[src/rtl/uib_arbiter_pkg.sv]
// rtl/uib_arbiter_pkg.sv - shared UIB bus types and constants
package uib_arbiter_pkg;

  localparam int XLEN = 32;

  localparam logic [1:0] MODE_BYTE = 2'b00;
  localparam logic [1:0] MODE_HALF = 2'b01;
  localparam logic [1:0] MODE_WORD = 2'b10;

  typedef enum logic {
    MST_LSU = 1'b0,
    MST_IFU = 1'b1
  } mst_id_e;

  typedef struct packed {
    logic    valid;
    mst_id_e id;
  } owner_t;

endpackage

[src/rtl/uib_arb_pick.sv]
// rtl/uib_arb_pick.sv - fixed-priority grant with starvation override
module uib_arb_pick #(
  parameter int MAX_WAIT = 4
) (
  input  logic       rst,
  input  logic       m0_req,
  input  logic       m1_req,
  input  logic [3:0] wait_cnt,
  output logic       m0_gnt,
  output logic       m1_gnt
);

  always_comb begin
    m0_gnt = 1'b0;
    m1_gnt = 1'b0;
    // Grants are suppressed during reset so no slave access is launched.
    if (!rst) begin
      if (m1_req && (!m0_req || wait_cnt == 4'(MAX_WAIT))) begin
        m1_gnt = 1'b1;
      end else if (m0_req) begin
        m0_gnt = 1'b1;
      end
    end
  end

endmodule

[src/rtl/uib_arbiter.sv]
// rtl/uib_arbiter.sv - two-master UIB arbiter with response routing
module uib_arbiter #(
  parameter int XLEN     = uib_arbiter_pkg::XLEN,
  parameter int AW       = 32,
  parameter int MAX_WAIT = 4
) (
  input  logic            clk,
  input  logic            rst,
  input  logic            m0_req,
  input  logic            m0_wen,
  input  logic [AW-1:0]   m0_addr,
  input  logic [1:0]      m0_mode,
  input  logic [XLEN-1:0] m0_wdata,
  output logic            m0_gnt,
  output logic            m0_ack,
  output logic [XLEN-1:0] m0_rdata,
  input  logic            m1_req,
  input  logic            m1_wen,
  input  logic [AW-1:0]   m1_addr,
  input  logic [1:0]      m1_mode,
  input  logic [XLEN-1:0] m1_wdata,
  output logic            m1_gnt,
  output logic            m1_ack,
  output logic [XLEN-1:0] m1_rdata,
  output logic            bus_req,
  output logic            bus_wen,
  output logic [AW-1:0]   bus_addr,
  output logic [1:0]      bus_mode,
  output logic [XLEN-1:0] bus_dat_i,
  input  logic [XLEN-1:0] bus_dat_o
);
  import uib_arbiter_pkg::*;

  logic [3:0] wait_cnt;
  owner_t     owner;

  uib_arb_pick #(.MAX_WAIT(MAX_WAIT)) u_pick (
    .rst      (rst),
    .m0_req   (m0_req),
    .m1_req   (m1_req),
    .wait_cnt (wait_cnt),
    .m0_gnt   (m0_gnt),
    .m1_gnt   (m1_gnt)
  );

  always_comb begin
    bus_req   = m0_gnt | m1_gnt;
    bus_wen   = 1'b0;
    bus_addr  = '0;
    bus_mode  = '0;
    bus_dat_i = '0;
    if (m1_gnt) begin
      bus_wen   = m1_wen;
      bus_addr  = m1_addr;
      bus_mode  = m1_mode;
      bus_dat_i = m1_wdata;
    end else if (m0_gnt) begin
      bus_wen   = m0_wen;
      bus_addr  = m0_addr;
      bus_mode  = m0_mode;
      bus_dat_i = m0_wdata;
    end
  end

  always_ff @(posedge clk) begin
    if (rst) begin
      wait_cnt <= 4'd0;
      owner    <= '0;
    end else begin
      if (!m1_req || m1_gnt) begin
        wait_cnt <= 4'd0;
      end else if (wait_cnt != 4'(MAX_WAIT)) begin
        wait_cnt <= wait_cnt + 4'd1;
      end
      owner.valid <= m0_gnt | m1_gnt;
      owner.id    <= m1_gnt ? MST_IFU : MST_LSU;
    end
  end

  // The slave answers one cycle after acceptance; only the owner sees it.
  assign m0_ack   = owner.valid && (owner.id == MST_LSU);
  assign m1_ack   = owner.valid && (owner.id == MST_IFU);
  assign m0_rdata = m0_ack ? bus_dat_o : '0;
  assign m1_rdata = m1_ack ? bus_dat_o : '0;

endmodule

[config.mk]
export PLATFORM = sky130hd
export DESIGN_NAME = uib_arbiter
export DESIGN_NICKNAME = d
export VERILOG_FILES = /design/src/rtl/uib_arbiter_pkg.sv /design/src/rtl/uib_arb_pick.sv /design/src/rtl/uib_arbiter.sv
export SDC_FILE = /design/constraint.sdc
export NUM_CORES = 1
export LEC_CHECK = 0
export CORE_AREA = 2 2 120 122
export CTS_CLUSTER_DIAMETER = 30
export DETAILED_ROUTE_END_ITERATION = 12
export DIE_AREA = 0 0 122 124
export GPL_ROUTABILITY_DRIVEN = 1
export GPL_TIMING_DRIVEN = 0
export PLACE_DENSITY_LB_ADDON = 0.1
export SYNTH_ARGS = -nofsm -noshare
export SYNTH_HDL_FRONTEND = slang
export SYNTH_SLANG_ARGS = --single-unit
[constraint.sdc]
create_clock -name clk -period 3.9 [get_ports clk]
set_input_delay 0.585 -clock clk [delete_from_list [all_inputs] [get_ports clk]]
set_output_delay 0.585 -clock clk [all_outputs]
set_load 0.05 [all_outputs]
### Word-level counts from Yosys, hierarchy flattened

Index checks and enable logic that the tools add are counted.

| word-level totals | value |
|---|---|
| input bits | 170 |
| flip-flop bits (word level) | 6 |
| word-level logic and storage cells | 32 |

| operators by class | value |
|---|---|
| bitwise gates (word level) | 2 |
| reduce and logical (&&, ||, !) cells | 8 |
| equal/unequal tests | 2 |
| add/subtract/negate cells | 1 |
| muxes and demuxes | 16 |

Operators with widths:

| operator | count |
|---|---|
| $mux 32 | 6 |
| $mux 1 | 8 |
| $add 4x1->4 const B | 1 |
| $eq 4x3->1 const B | 1 |
| $mux 2 | 2 |
| $ne 4x3->1 const B | 1 |
| $logic_and 1x1->1 | 3 |
| $logic_not 1->1 | 2 |
| $logic_or 1x1->1 | 2 |
| $reduce_or 2->1 | 1 |
| $not 1->1 | 1 |
| $or 1x1->1 | 1 |

### Logic depth before layout (Yosys ltp)

Gate-level depths: netlist of the first run.

| depth | value |
|---|---|
| depth in word-level cells | 7 |
| gate-level depth with buffers | 7 |

### Modules after synthesis

A second synthesis of the first run with hierarchy kept.

| unflattened totals | value |
|---|---|
| cells, all modules | 193 |
| area, all modules | 1,423.9 um^2 |

By module, submodules not included:

| module | cells an instance | times used | area an instance (um^2) | seq. area each (um^2) |
|---|---|---|---|---|
| uib_arbiter | 188 | 1 | 1,383.8 | 120.1 |
| uib_arb_pick | 5 | 1 | 40.0 | 0.0 |

### Worst setup path after synthesis of the first run

OpenSTA, ideal clock, no wires.

| path | value |
|---|---|
| kind | input -> output |
| start point | in rst |
| end point | out bus_addr[19] |
| path buffers | 1 |
| arrival time | 1.821 ns |
| cell stages on the path | 4 |
| slack | 1.494 ns |
| cells stage by stage | nand2b_1 a21oi_2 buf_2 a22o_1 |

RTL lines:

| element | RTL line | RTL |
|---|---|---|
| start, declared | uib_arbiter.sv:8 | `input logic rst,` |
| $mux 1 | uib_arb_pick.sv:17 | `if (!rst) begin` |
| named net m1_gnt | uib_arbiter.sv:22 | `output logic m1_gnt,` |
| $mux 32 | uib_arbiter.sv:52 | `if (m1_gnt) begin` |
| end, declared | uib_arbiter.sv:27 | `output logic [AW-1:0] bus_addr,` |

The timed path passes the listed nets, and every way through them passes these cells.

### Final worst setup path of the first run

| path | value |
|---|---|
| start point | in rst |
| end point | out bus_addr[11] |

| on the way | value |
|---|---|
| word-level cells in the longest chain between the ends | 3 |

RTL lines:

| element | RTL line | RTL |
|---|---|---|
| $mux 1 | uib_arb_pick.sv:17 |  |
| $mux 32 | uib_arbiter.sv:57 | `end else if (m0_gnt) begin` |
| $mux 32 * | uib_arbiter.sv:52 |  |

Mark *: on every way between the ends. The rest lies on a longest branch, timed or not.

==> results.yml, run 1 <==
outcome:
  status: "completed"
global_route:
  met3_usage_pct: 3.068
  grtUsageMet2_pct: 23.64
  grt_max_degree: 11
  grt_pass1_wl_um: 13540
  antenna_found_initial: 0
  busiest_layer: "met2"
  grt_overflow: 0
  grt.total_usage_pct: 11.34
  grt_pass1_vias: 2742
  grtUsageMet1_pct: 11.36
critical_path:
  critPathKind: "input pin to primary output"
  arrival_ns: 3.00
  worst_r2r_path_depth: 5
  cp-start-kind: "input pin"
  r2r-start: "wait_cnt[0]"
  critical_path_buf_inv_count: 4
  path_depth: 7
  cp_cell_sequence: "clkdlybuf4s50_1, nand2b_1, a21oi_2, buf_4, buf_4, a22o_1, clkdlybuf4s50_1"
  crit_fanout: 10
  crit_path_end_kind: "primary output"
  required_ns: 3.31
  r2r_end: "wait_cnt[2]"
  r2r_setup_slack_ns: 2.74
  critical-path-top-delay-family: "buffers and inverters"
  cp_slowest_stage_delay_ns: 0.82
  crit_slowest_cell: "clkdlybuf4s50_1"
final_layout:
  seq_area_um2: 120.1
  drive_above_1_share_pct: 3.644
  final_core_util_pct: 34.68
  layout.nets: 668
  multi_input_area_um2: 1137
  post-route-cell-area_um2: 4758
  n_fill_cell: 1440
  area_growth_pct: 238.6
  antennaDiodeCount: 0
timing:
  hold_viol_final: 0
  max_freq_mhz: 278.9
  layout_min_cycle_time_ns: 3.586
  setup_tns_ns: 0
  rsz0062_at_grt: "no"
  tightest_slew_ns: 0.5647
  slew_headroom_pct: 62.23
  setup_slack_ns: 0.3143
  final_max_slew_viol_count: 0
  finClkSkew_ns: 0.001157
  hold_slack_ns: 0.5010
  setup_violations: 0
  fin_crit_sh_pct: 91.94
power_and_ir_drop:
  ir_worst_vdd_mv: 0.08019
  leakagePower_nw: 1.929
  power.density_nw_per_um2: 185.8
synthesis:
  synth_seq_cells: 6
  synthMuxAreaShare_pct: 0.7124
  synth-edff-count: 0
  synth_compound_area_share_pct: 43.46
  synth-simple-area-share_pct: 34.37
  synth_fa_ha_area_share_pct: 1.781
  synth_top_flop_cell: "dfxtp_1"
  synth_xor_area_share_pct: 0.6233
  synth_nets: 358
  syn-cell-area_um2: 1405
  yosysUniqueCellTypes: 22
  ys_top_cells_by_area: "a22o_1, and2_1, and3_1"
  avgSynthCellArea_um2: 7.554
  yosysWarnings: 0
  yosysSeqAreaShare_pct: 8.549
  yosysTopAreaCellShare_pct: 41.76
  yosys.area.top_type: "a22o_1"
  synthCells: 186
  ys_async_sr_fraction_pct: 0
  synth_top_family_by_area: "compound AO/OA/AOI/OAI gates"
placed_design:
  gp_congestion: 0.7481
  place_hpwl_um: 8882
  io_buffers: 305
  post_dp_cell_area_um2: 4683
  dp_slack_ns: 0.2590
clock_network:
  cts_buffers: 3
  clk_latency_ns: 0.23
  clkTransAtPathRegs_ns: 0.03
  cts_hold_buffers: 0
  post_cts_buffers: 0
  htree_levels: 1
  clockBufferDepth: 2
  clockRootBuffer: "clkbuf_16"
  cts_sinks: 6
  ctsResizeCount: 0
  cts_tree: "yes"
hold_path:
  hold_depth: 1
  hold_end: "wait_cnt[0]"
  hp-class: "flip-flop to flip-flop"
  hp-start: "wait_cnt[0]"
routing:
  routed_wirelength_um: 10030
  ant_nets: 0
  vias: 2682
  drt_iter0_drc: 53
  first_pass_iters: 4
  wl_per_cell_um: 14.88
  vias_per_cell: 3.979
  drc_errors: 0
die:
  die_w_um: 122
  rows: 43
  io_pins: 306
  die_area_um2: 15130
  coreArea_um2: 13720
  die_h_um: 124
  start_util_pct: 10.24
job:
  max-cap-violations: 0
per-layer routing:
metal  part of all wire (%)  up-vias  wire length (µm)
li1                       -     1331                 -
met1                     34     1189              3396
met2                     55      157              5547
met3                     11        5              1054
met4                   0.29        0                29
met5                      0        -                 0
kinds of logic after synthesis:
family / Yosys count
AND/OR/NAND/NOR: 78
adder cells (fa/ha/maj): 2
flip-flops: 6
multiplexers: 1
XOR/XNOR: 1
AO/OA/AOI/OAI: 70
buffers and inverters: 28
Yosys cell counts (all sizes together) (2+ instances only):
master  number
nor3         4
and2        33
a22o        67
clkbuf      10
a21oi        2
inv          5
buf         13
nor2         4
and3        32
dfxtp        6
ha           2
area by class of cell:
type                       count  share of cell area [%]
buffer                        23                   2.708
clock buffer                   3                   1.578
timing repair buffer         305                   64.16
tap                          180                   4.733
multi-input combinational    152                   23.90
sequential                     6                   2.524
inverter                       5                  0.3944
per-stage QoR:
| step | total power [mW] | instances |
|---|---|---|
| floorplan | 0.3977 | 186 |
| global placement | 0.7239 | 671 |
| detailed placement | 0.7238 | 671 |
| CTS | 0.8938 | 674 |
| global route | 0.9214 | 674 |
| finish | 0.8842 | 674 |
worst max path at each step:
| stage | start | endpoint | slack [ns] |
|---|---|---|---|
| 4_1_cts | rst | bus_addr[11] | 0.25 |
| 3_3_place_gp | rst | bus_addr[16] | 0.25 |
| 2_1_floorplan | rst | bus_addr[19] | 1.49 |
| 6_report | rst | bus_addr[11] | 0.31 |
| 5_1_grt | rst | bus_addr[16] | 0.15 |
| 3_5_place_dp | rst | bus_addr[16] | 0.26 |
cell usage in the layout, fill, tap and decap left out, drive strengths merged:
master         synthesis  layout
a22o                  67      67
clkbuf                10      13
inv                    5       5
nor3                   4       4
nand2                  1       1
nor2b                  1       1
clkdlybuf4s50          0     305
and2                  33      33
nor2                   4       4
nand3                  1       1
nand2b                 1       1
a21oi                  2       2
dfxtp                  6       6
xnor2                  1       1
mux2i                  1       1
ha                     2       2
buf                   13      13
and3                  32      32
nand3b                 1       1
o211a                  1       1
flip-flops by register name, indices dropped and copies added, names as in the netlist:
signal	count
wait_cnt	4
owner	2
power by group:
group / internal (mW) / switching [mW] / total, mW
combinational: 0.305 / 0.348 / 0.652
sequential: 0.0635 / 0.00244 / 0.0659
clock: 0.132 / 0.0343 / 0.166
No activity file was read; power rests on OpenSTA's default activity.
==> run 2, diff against run 1 <==
Settings changed: GPL_ROUTABILITY_DRIVEN 1 to not set, SLEW_MARGIN set to 20.
==> results of run 2 <==
Same layout as run 1: the final DEF is identical, and so are final timing and power.
